<file path="src/rtl/reg_port_arbiter_if.sv">
// rtl/reg_port_arbiter_if.sv - requester, arbiter and register-memory signals of the shared RF port
interface reg_port_arbiter_if #(
    parameter int AW = 4,
    parameter int DW = 32
);
    logic          req0, req1;
    logic          re_a0, re_a1, re_b0, re_b1;
    logic          we0, we1;
    logic [AW-1:0] dir_a0, dir_a1, dir_b0, dir_b1, dir_w0, dir_w1;
    logic [DW-1:0] di0, di1;
    logic          gnt0, gnt1;
    logic          rvalid0, rvalid1;
    logic [DW-1:0] rdata_a, rdata_b;
    logic [AW-1:0] DirA, DirB, Dir_WRA;
    logic [DW-1:0] DI;
    logic          RE_A, RE_B, reg_WE;
    logic [DW-1:0] DataA, DataB;

    modport slave (
        input  req0, req1, re_a0, re_a1, re_b0, re_b1, we0, we1,
        input  dir_a0, dir_a1, dir_b0, dir_b1, dir_w0, dir_w1, di0, di1,
        input  DataA, DataB,
        output gnt0, gnt1, rvalid0, rvalid1, rdata_a, rdata_b,
        output DirA, DirB, Dir_WRA, DI, RE_A, RE_B, reg_WE
    );

    modport master (
        output req0, req1, re_a0, re_a1, re_b0, re_b1, we0, we1,
        output dir_a0, dir_a1, dir_b0, dir_b1, dir_w0, dir_w1, di0, di1,
        output DataA, DataB,
        input  gnt0, gnt1, rvalid0, rvalid1, rdata_a, rdata_b,
        input  DirA, DirB, Dir_WRA, DI, RE_A, RE_B, reg_WE
    );
endinterface

</file>
<file path="src/rtl/reg_port_arbiter.sv">
// rtl/reg_port_arbiter.sv - round-robin, burst-bounded owner of the single register-memory command port
module reg_port_arbiter #(
    parameter int AW        = 4,
    parameter int DW        = 32,
    parameter int MAX_BURST = 4
) (
    input  logic              clk,
    input  logic              rst,
    reg_port_arbiter_if.slave bus
);
    localparam int          CW    = $clog2(MAX_BURST + 1);
    localparam logic [CW:0] MAX_B = (CW+1)'(MAX_BURST);

    typedef enum logic [1:0] {IDLE, OWN0, OWN1} state_t;

    state_t        state_q, state_d, oth_state;
    logic          last_q, last_d;
    logic [CW-1:0] burst_cnt_q, burst_cnt_d;
    logic [CW:0]   burst_inc;
    logic          rvalid0_q, rvalid0_d, rvalid1_q, rvalid1_d;
    logic          gnt0, gnt1, own_req, oth_req;
    logic          re_a, re_b, we;
    logic [AW-1:0] dir_a, dir_b, dir_w;
    logic [DW-1:0] di;

    assign gnt0      = (state_q == OWN0) && bus.req0;
    assign gnt1      = (state_q == OWN1) && bus.req1;
    assign burst_inc = {1'b0, burst_cnt_q} + (CW+1)'(1);

    always_comb begin
        own_req   = bus.req0;
        oth_req   = bus.req1;
        oth_state = OWN1;
        if (state_q == OWN1) begin
            own_req   = bus.req1;
            oth_req   = bus.req0;
            oth_state = OWN0;
        end
    end

    always_comb begin
        state_d     = state_q;
        last_d      = last_q;
        burst_cnt_d = burst_cnt_q;
        case (state_q)
            IDLE: begin
                if (bus.req0 && bus.req1) state_d = last_q ? OWN0 : OWN1;
                else if (bus.req0)        state_d = OWN0;
                else if (bus.req1)        state_d = OWN1;
            end
            OWN0, OWN1: begin
                // >= also hands over when a lone owner's count already saturated
                if (!own_req)                          state_d = oth_req ? oth_state : IDLE;
                else if (oth_req && burst_inc >= MAX_B) state_d = oth_state;
                else if (burst_inc <= MAX_B)           burst_cnt_d = burst_inc[CW-1:0];
            end
            default: state_d = IDLE;
        endcase
        if (state_d != state_q && state_d != IDLE) begin
            burst_cnt_d = '0;
            last_d      = (state_d == OWN1);
        end
        rvalid0_d = gnt0 && (bus.re_a0 || bus.re_b0);
        rvalid1_d = gnt1 && (bus.re_a1 || bus.re_b1);
    end

    always_ff @(posedge clk or posedge rst) begin
        if (rst) begin
            state_q     <= IDLE;
            last_q      <= 1'b1;
            burst_cnt_q <= '0;
            rvalid0_q   <= 1'b0;
            rvalid1_q   <= 1'b0;
        end else begin
            state_q     <= state_d;
            last_q      <= last_d;
            burst_cnt_q <= burst_cnt_d;
            rvalid0_q   <= rvalid0_d;
            rvalid1_q   <= rvalid1_d;
        end
    end

    // Memory controls decode straight from state so an async reset kills a pending negedge write
    always_comb begin
        re_a  = 1'b0;
        re_b  = 1'b0;
        we    = 1'b0;
        dir_a = '0;
        dir_b = '0;
        dir_w = '0;
        di    = '0;
        if (gnt0) begin
            re_a  = bus.re_a0;
            re_b  = bus.re_b0;
            we    = bus.we0;
            dir_a = bus.dir_a0;
            dir_b = bus.dir_b0;
            dir_w = bus.dir_w0;
            di    = bus.di0;
        end else if (gnt1) begin
            re_a  = bus.re_a1;
            re_b  = bus.re_b1;
            we    = bus.we1;
            dir_a = bus.dir_a1;
            dir_b = bus.dir_b1;
            dir_w = bus.dir_w1;
            di    = bus.di1;
        end
    end

    assign bus.gnt0    = gnt0;
    assign bus.gnt1    = gnt1;
    assign bus.rvalid0 = rvalid0_q;
    assign bus.rvalid1 = rvalid1_q;
    assign bus.rdata_a = bus.DataA;
    assign bus.rdata_b = bus.DataB;
    assign bus.RE_A    = !re_a;
    assign bus.RE_B    = !re_b;
    assign bus.reg_WE  = !we;
    assign bus.DirA    = dir_a;
    assign bus.DirB    = dir_b;
    assign bus.Dir_WRA = dir_w;
    assign bus.DI      = di;
endmodule
</file>
<file path="src/flat_wrapper.sv">
// flat-port wrapper written by rule: the top's interface ports become plain ports
module reg_port_arbiter_flat 
#(
    parameter int AW        = 4,
    parameter int DW        = 32,
    parameter int MAX_BURST = 4
)
  (clk, rst, bus_req0, bus_req1, bus_re_a0, bus_re_a1, bus_re_b0, bus_re_b1, bus_we0, bus_we1, bus_dir_a0, bus_dir_a1, bus_dir_b0, bus_dir_b1, bus_dir_w0, bus_dir_w1, bus_di0, bus_di1, bus_DataA, bus_DataB, bus_gnt0, bus_gnt1, bus_rvalid0, bus_rvalid1, bus_rdata_a, bus_rdata_b, bus_DirA, bus_DirB, bus_Dir_WRA, bus_DI, bus_RE_A, bus_RE_B, bus_reg_WE);
  reg_port_arbiter_if #(.AW(AW), .DW(DW)) bus_i ();
  input  logic clk;
  input  logic rst;
  input wire logic [$bits(bus_i.req0)-1:0] bus_req0;
  input wire logic [$bits(bus_i.req1)-1:0] bus_req1;
  input wire logic [$bits(bus_i.re_a0)-1:0] bus_re_a0;
  input wire logic [$bits(bus_i.re_a1)-1:0] bus_re_a1;
  input wire logic [$bits(bus_i.re_b0)-1:0] bus_re_b0;
  input wire logic [$bits(bus_i.re_b1)-1:0] bus_re_b1;
  input wire logic [$bits(bus_i.we0)-1:0] bus_we0;
  input wire logic [$bits(bus_i.we1)-1:0] bus_we1;
  input wire logic [$bits(bus_i.dir_a0)-1:0] bus_dir_a0;
  input wire logic [$bits(bus_i.dir_a1)-1:0] bus_dir_a1;
  input wire logic [$bits(bus_i.dir_b0)-1:0] bus_dir_b0;
  input wire logic [$bits(bus_i.dir_b1)-1:0] bus_dir_b1;
  input wire logic [$bits(bus_i.dir_w0)-1:0] bus_dir_w0;
  input wire logic [$bits(bus_i.dir_w1)-1:0] bus_dir_w1;
  input wire logic [$bits(bus_i.di0)-1:0] bus_di0;
  input wire logic [$bits(bus_i.di1)-1:0] bus_di1;
  input wire logic [$bits(bus_i.DataA)-1:0] bus_DataA;
  input wire logic [$bits(bus_i.DataB)-1:0] bus_DataB;
  output wire logic [$bits(bus_i.gnt0)-1:0] bus_gnt0;
  output wire logic [$bits(bus_i.gnt1)-1:0] bus_gnt1;
  output wire logic [$bits(bus_i.rvalid0)-1:0] bus_rvalid0;
  output wire logic [$bits(bus_i.rvalid1)-1:0] bus_rvalid1;
  output wire logic [$bits(bus_i.rdata_a)-1:0] bus_rdata_a;
  output wire logic [$bits(bus_i.rdata_b)-1:0] bus_rdata_b;
  output wire logic [$bits(bus_i.DirA)-1:0] bus_DirA;
  output wire logic [$bits(bus_i.DirB)-1:0] bus_DirB;
  output wire logic [$bits(bus_i.Dir_WRA)-1:0] bus_Dir_WRA;
  output wire logic [$bits(bus_i.DI)-1:0] bus_DI;
  output wire logic [$bits(bus_i.RE_A)-1:0] bus_RE_A;
  output wire logic [$bits(bus_i.RE_B)-1:0] bus_RE_B;
  output wire logic [$bits(bus_i.reg_WE)-1:0] bus_reg_WE;
  assign bus_i.req0 = bus_req0;
  assign bus_i.req1 = bus_req1;
  assign bus_i.re_a0 = bus_re_a0;
  assign bus_i.re_a1 = bus_re_a1;
  assign bus_i.re_b0 = bus_re_b0;
  assign bus_i.re_b1 = bus_re_b1;
  assign bus_i.we0 = bus_we0;
  assign bus_i.we1 = bus_we1;
  assign bus_i.dir_a0 = bus_dir_a0;
  assign bus_i.dir_a1 = bus_dir_a1;
  assign bus_i.dir_b0 = bus_dir_b0;
  assign bus_i.dir_b1 = bus_dir_b1;
  assign bus_i.dir_w0 = bus_dir_w0;
  assign bus_i.dir_w1 = bus_dir_w1;
  assign bus_i.di0 = bus_di0;
  assign bus_i.di1 = bus_di1;
  assign bus_i.DataA = bus_DataA;
  assign bus_i.DataB = bus_DataB;
  assign bus_gnt0 = bus_i.gnt0;
  assign bus_gnt1 = bus_i.gnt1;
  assign bus_rvalid0 = bus_i.rvalid0;
  assign bus_rvalid1 = bus_i.rvalid1;
  assign bus_rdata_a = bus_i.rdata_a;
  assign bus_rdata_b = bus_i.rdata_b;
  assign bus_DirA = bus_i.DirA;
  assign bus_DirB = bus_i.DirB;
  assign bus_Dir_WRA = bus_i.Dir_WRA;
  assign bus_DI = bus_i.DI;
  assign bus_RE_A = bus_i.RE_A;
  assign bus_RE_B = bus_i.RE_B;
  assign bus_reg_WE = bus_i.reg_WE;
  reg_port_arbiter #(.AW(AW), .DW(DW), .MAX_BURST(MAX_BURST)) u_core (.clk(clk), .rst(rst), .bus(bus_i));
endmodule
</file>
<file path="config.mk">
export PLATFORM = sky130hd
export DESIGN_NAME = reg_port_arbiter_flat
export DESIGN_NICKNAME = d
export VERILOG_FILES = /design/src/rtl/reg_port_arbiter_if.sv /design/src/rtl/reg_port_arbiter.sv /design/src/flat_wrapper.sv
export SDC_FILE = /design/constraint.sdc
export NUM_CORES = 1
export LEC_CHECK = 0
export ABC_CLOCK_PERIOD_IN_PS = 6500
export CORE_AREA = 5 5 105 107
export CTS_CLUSTER_DIAMETER = 100
export DETAILED_ROUTE_END_ITERATION = 6
export DIE_AREA = 0 0 110 112
export PLACE_DENSITY = 0.65
export SETUP_SLACK_MARGIN = 0.15
export SYNTH_ARGS = -nofsm -noshare
export SYNTH_HDL_FRONTEND = slang
export SYNTH_SLANG_ARGS = --single-unit
</file>
<file path="constraint.sdc">
create_clock -name clk -period 6.5 [get_ports clk]
set_input_delay 0.65 -clock clk [delete_from_list [all_inputs] [get_ports clk]]
set_output_delay 0.65 -clock clk [all_outputs]
set_load 0.02 [all_outputs]
</file>
# Word level (Yosys, flattened, before mapping)
# Cells that the tools add are included.
[classes]
n_mux = 30
n_eq_ne = 5
reduce_logical = 19
n_lt_le_gt_ge = 2
n_addsub = 1
[ops]
columns = ["operator", "n"]
rows = [
  ["$mux 32", 2],
  ["$mux 4", 6],
  ["$mux 2", 8],
  ["$mux 3", 5],
  ["$mux 1", 8],
  ["$reduce_bool 2->1", 4],
  ["$logic_and 1x1->1", 7],
  ["$add 3x1->4 const B", 1],
  ["$eq 2x2->1 const B", 2],
  ["$ge 4x3->1 const B", 1],
  ["$le 4x3->1 const B", 1],
  ["$pmux 2 s2", 1],
  ["$reduce_and 4->1", 1],
  ["$logic_not 1->1", 3],
  ["$eq 2x1->1 const B", 1],
  ["$logic_not 2->1", 1],
  ["$logic_or 1x1->1", 2],
  ["$ne 2x2->1", 1],
  ["$ne 2x2->1 const B", 1],
  ["$reduce_or 2->1", 1],
]
[totals]
ff_bits = 8
word_cells = 62

# Logic depth before layout (Yosys ltp)
[depth]
ltp_word = 10
ltp_mapped = 9
mapped_depth_nobuf = 9

# Worst setup path after synthesis
# No wires, ideal clock.
[synth_timing]
kind = "input to output"
startpoint = "input bus_req0"
endpoint = "output bus_DI[16]"
required_time_ns = 5.850
stages = 6
arrival_time_ns = 1.852
slack_ns = 3.998
cell_sequence = "buf_2 and2_1 clkbuf_1 clkbuf_1 buf_2 a22o_1"
[synth_via]
elab_chain_cells = 2
[synth_rtl]
columns = ["element", "line_no", "text"]
rows = [
  ["start: declaration", "flat_wrapper.sv:12", "input wire logic [$bits(bus_i.req0)-1:0] bus_req0;"],
  ["$logic_and 1x1->1", "reg_port_arbiter.sv:26", "assign gnt0 = (state_q == OWN0) && bus.req0;"],
  ["$mux 32", "reg_port_arbiter.sv:92", "if (gnt0) begin"],
  ["end: declaration", "flat_wrapper.sv:39", "output wire logic [$bits(bus_i.DI)-1:0] bus_DI;"],
]
# No other way between the ends.

# Worst setup path after layout
[layout_timing]
startpoint = "input bus_req0"
endpoint = "output bus_DirA[1]"
[layout_via]
elab_chain_cells = 2
[layout_rtl]
columns = ["element", "line_no", "text"]
rows = [
  ["$logic_and 1x1->1", "reg_port_arbiter.sv:26", ""],
  ["$mux 4", "reg_port_arbiter.sv:92", ""],
  ["end: declaration", "flat_wrapper.sv:36", "output wire logic [$bits(bus_i.DirA)-1:0] bus_DirA;"],
]
# No other way between the ends.

==> results by group <==
Synthesis
  – Post-synth cell types: 37
  – Syn avg cell area: 7.91 sq um
  – Flop and latch count out of synthesis: 8
  – Cells after Synth: just over 200
  – Syn_nets: approximately 370
  – Post-synth EDFFs: 0
  – FFs w/ async S/R, synth: 1.00
  – Syn. warnings: 0
  – Post-synthesis sequential area ratio: 0.124
  – Post-synth top flop: dfrtp_1
  – Post-Syn Area: 0.00163 sq mm

Route
  – Via count: 1800
  – Post-route DRC: 0
  – Via/cell ratio: between 4 and 5
  – WL/cell: about 20 microns
  – Routed Antenna Nets: 0
  – Total wire length: approximately 8300 microns
  – Initial drt markers: 57
  – DRT Pass-1 Iters: 4

Setup path
  – Reg2Reg Depth: 9
  – CP max stage delay: between 0.9 and 1 ns
  – CP Data Required Time: around 5.9 ns
  – R2r endpoint: u_core.burst_cnt_q[0]
  – Buf/Inv on CP: 2
  – Most frequent CP cell: clkdlybuf4s50_1
  – Max FO, Critical Path: 50
  – Critical R2R Launch: u_core.state_q[0]
  – Crit-path leading delay family: simple AND/OR/NAND/NOR gates
  – CP max stage cell: nor2_4
  – R2R setup slack: 4.00 ns
  – Setup crit start kind: input pin
  – Crit end category: output pin
  – Worst Path Arrival: 3.73 ns
  – Crit path depth: 5
  – WS Path Type: input pin to output pin
  – Crit path cell chain: clkdlybuf4s50_1, and2_2, nor2_4, a22o_1, clkdlybuf4s50_1

Clock tree
  – CTS Buffer Depth: 2
  – CTS Hold Bufs: 0
  – Worst-Skew Late Latency: 0.22 ns
  – Reg clk slew, reported paths: ~0.04 ns
  – CTS resizes: 0
  – TritonCTS clock tree: done
  – Clock Sinks: 8
  – Postcts setup bufs: 0
  – TritonCTS buffer count: 3
  – Clock root buffer: clkbuf_8
  – H-Tree Depth: 1

GRT
  – Vias in the first global route: approximately 2k
  – First-pass GRT wire length: around 12000 microns
  – Total grt overflow: 0
  – GRT Total Usage: 0.124
  – Largest net degree at the start of global routing: slightly above 50
  – Initial antenna violation count: 0

Layout
  – Share of cells above drive strength 1: 0.0536
  – Antenna cell count: 0
  – Commonest non-fill, non-tap cells in the layout: clkdlybuf4s50_1, a22o_1, nor2_1, inv_1, nand2_1
  – Sequential cell area: between 200 and 250 sq um
  – Commonest non-fill, non-tap cell in the layout: clkdlybuf4s50_1
  – Layout area overhead: 70.9%
  – Fill cells: roughly 1.1k
  – Multi-input logic area: 855 sq um
  – Final nets: between 400 and 500

Floorplan
  – # rows: 37
  – Chip Height: 112 microns
  – Io pins: 277
  – Die area: between 0.01 and 0.015 sq mm
  – Core footprint: 0.0100 sq mm
  – Die X: about 110 microns
  – Effective utilization at floorplan: 0.162

Power
  – Pleak: between 1 and 1.5 nW
  – Pwr per Cell Area: 259 mW/mm^2
  – Pwr Total: 0.723 mW
  – Maximum vdd drop: 0.105 mV

Timing
  – Clock skew: between 0.001 and 0.0015 ns
  – Slew headroom: 0.276
  – Setup_tns: 0 ns
  – Maximum clock rate: 228 MHz
  – Worst-margin pin slew: 1.08 ns
  – Unrepaired setup endpoints after global routing: no
  – Crit path time final: between 4 and 5 ns
  – WHS: roughly 0.54 ns
  – Tcrit/Tclk final: 0.674
  – Final setup vio count: 0
  – Slew Viols, Final: 0
  – Hold Vio Cnt, Final: 0

Worst hold path
  – Hold Crit Class: flop to flop
  – Hold EP: u_core.last_q
  – Hold_sp: u_core.last_q
  – Hold path depth: 2

Status
  – Outcome: finished, final reports clean

Placement
  – Post-DP HPWL: 7050 microns
  – GP Congestion: just under 0.9
  – I/O Buffers: 148

Run
  – Max cap viols: 0
-- through the flow --
| stage | cells | setup WS, ns | cell area (sq um) | util |
|---|---|---|---|---|
| floorplan | 206 | 4.00 | 1630 | - |
| global placement | 412 | 2.19 | 2740 | 0.273 |
| detailed placement | 412 | 2.12 | 2740 | 0.273 |
| CTS | 416 | 2.11 | 2790 | 0.277 |
| global route | 416 | 1.96 | 2790 | 0.277 |
| finish | 416 | 2.12 | 2790 | 0.277 |
-- report_power, final --
group / internal, mW / leakage, nW / switching [mW]
clock network: 0.0424 / 0.0228 / 0.0180
logic: 0.281 / 0.925 / 0.288
registers: 0.0692 / 0.104 / 0.0243
-- cells in the mapped netlist (all sizes together), types with 2 or more instances --
cell	count	area (sq um)
and2	2	15.0
a21o	2	17.5
nand3	2	10.0
clkbuf	6	22.5
ha	5	62.6
nand2	8	30.0
o21ai	7	35.0
a22o	46	403
a22oi	4	30.0
a311oi	3	26.3
a21oi	4	23.8
dfrtp	7	175
nor2	11	41.3
inv	9	33.8
buf	72	527
a31oi	3	25.0
-- layer usage --
metal	up-vias	routed length [microns]	global-route usage
met2	132	4350	0.222
met3	4	918	0.0574
li1	831	-	-
met5	-	0	0.00420
met1	833	3010	0.136
met4	0	52	0.0116
-- worst reg2reg max path, cell delays in order, from the launching register on --
cell      delay [ns]
dfrtp_1         0.50
inv_1           0.14
ha_1            0.29
nand2_1         0.19
inv_1           0.08
o21ai_0         0.34
a31oi_2         0.15
o31a_1          0.31
o32ai_2         0.29
a311oi_1        0.07
-- state kept, by name, summed over array words and instances, names as in the netlist --
register            count
u_core.last_q           1
u_core.burst_cnt_q      3
u_core.bus.rvalid1      1
u_core.state_q          2
u_core.bus.rvalid0      1
-- final cells by class --
cell class	count	area share
multi-input combinational	111	0.307
inverter	9	0.0121
sequential	8	0.0723
tap	136	0.0611
timing repair buffer	148	0.532
clock buffer	4	0.0162
-- cells by family after synthesis --
| family | after synthesis | share of synthesized area |
|---|---|---|
| multiplexers | 2 | 0.0153 |
| flip-flops | 8 | 0.124 |
| buffers and inverters | 87 | 0.358 |
| AO/OA/AOI/OAI | 77 | 0.391 |
| AND/OR/NAND/NOR | 27 | 0.0745 |
| adder cells (fa/ha/maj) | 5 | 0.0384 |
-- worst max path at each step --
stage | startpoint | endpoint | slack, ns
final | bus_req0 | bus_DirA[1] | 2.12
after global placement | bus_req0 | bus_DirA[1] | 2.19
after CTS | bus_req0 | bus_DirA[1] | 2.11
after detailed placement | bus_req0 | bus_DirA[1] | 2.12
after floorplan | bus_req0 | bus_DI[16] | 4.00
after global routing | bus_req0 | bus_DirB[3] | 1.96
No activity file was read; power rests on OpenSTA's default activity.
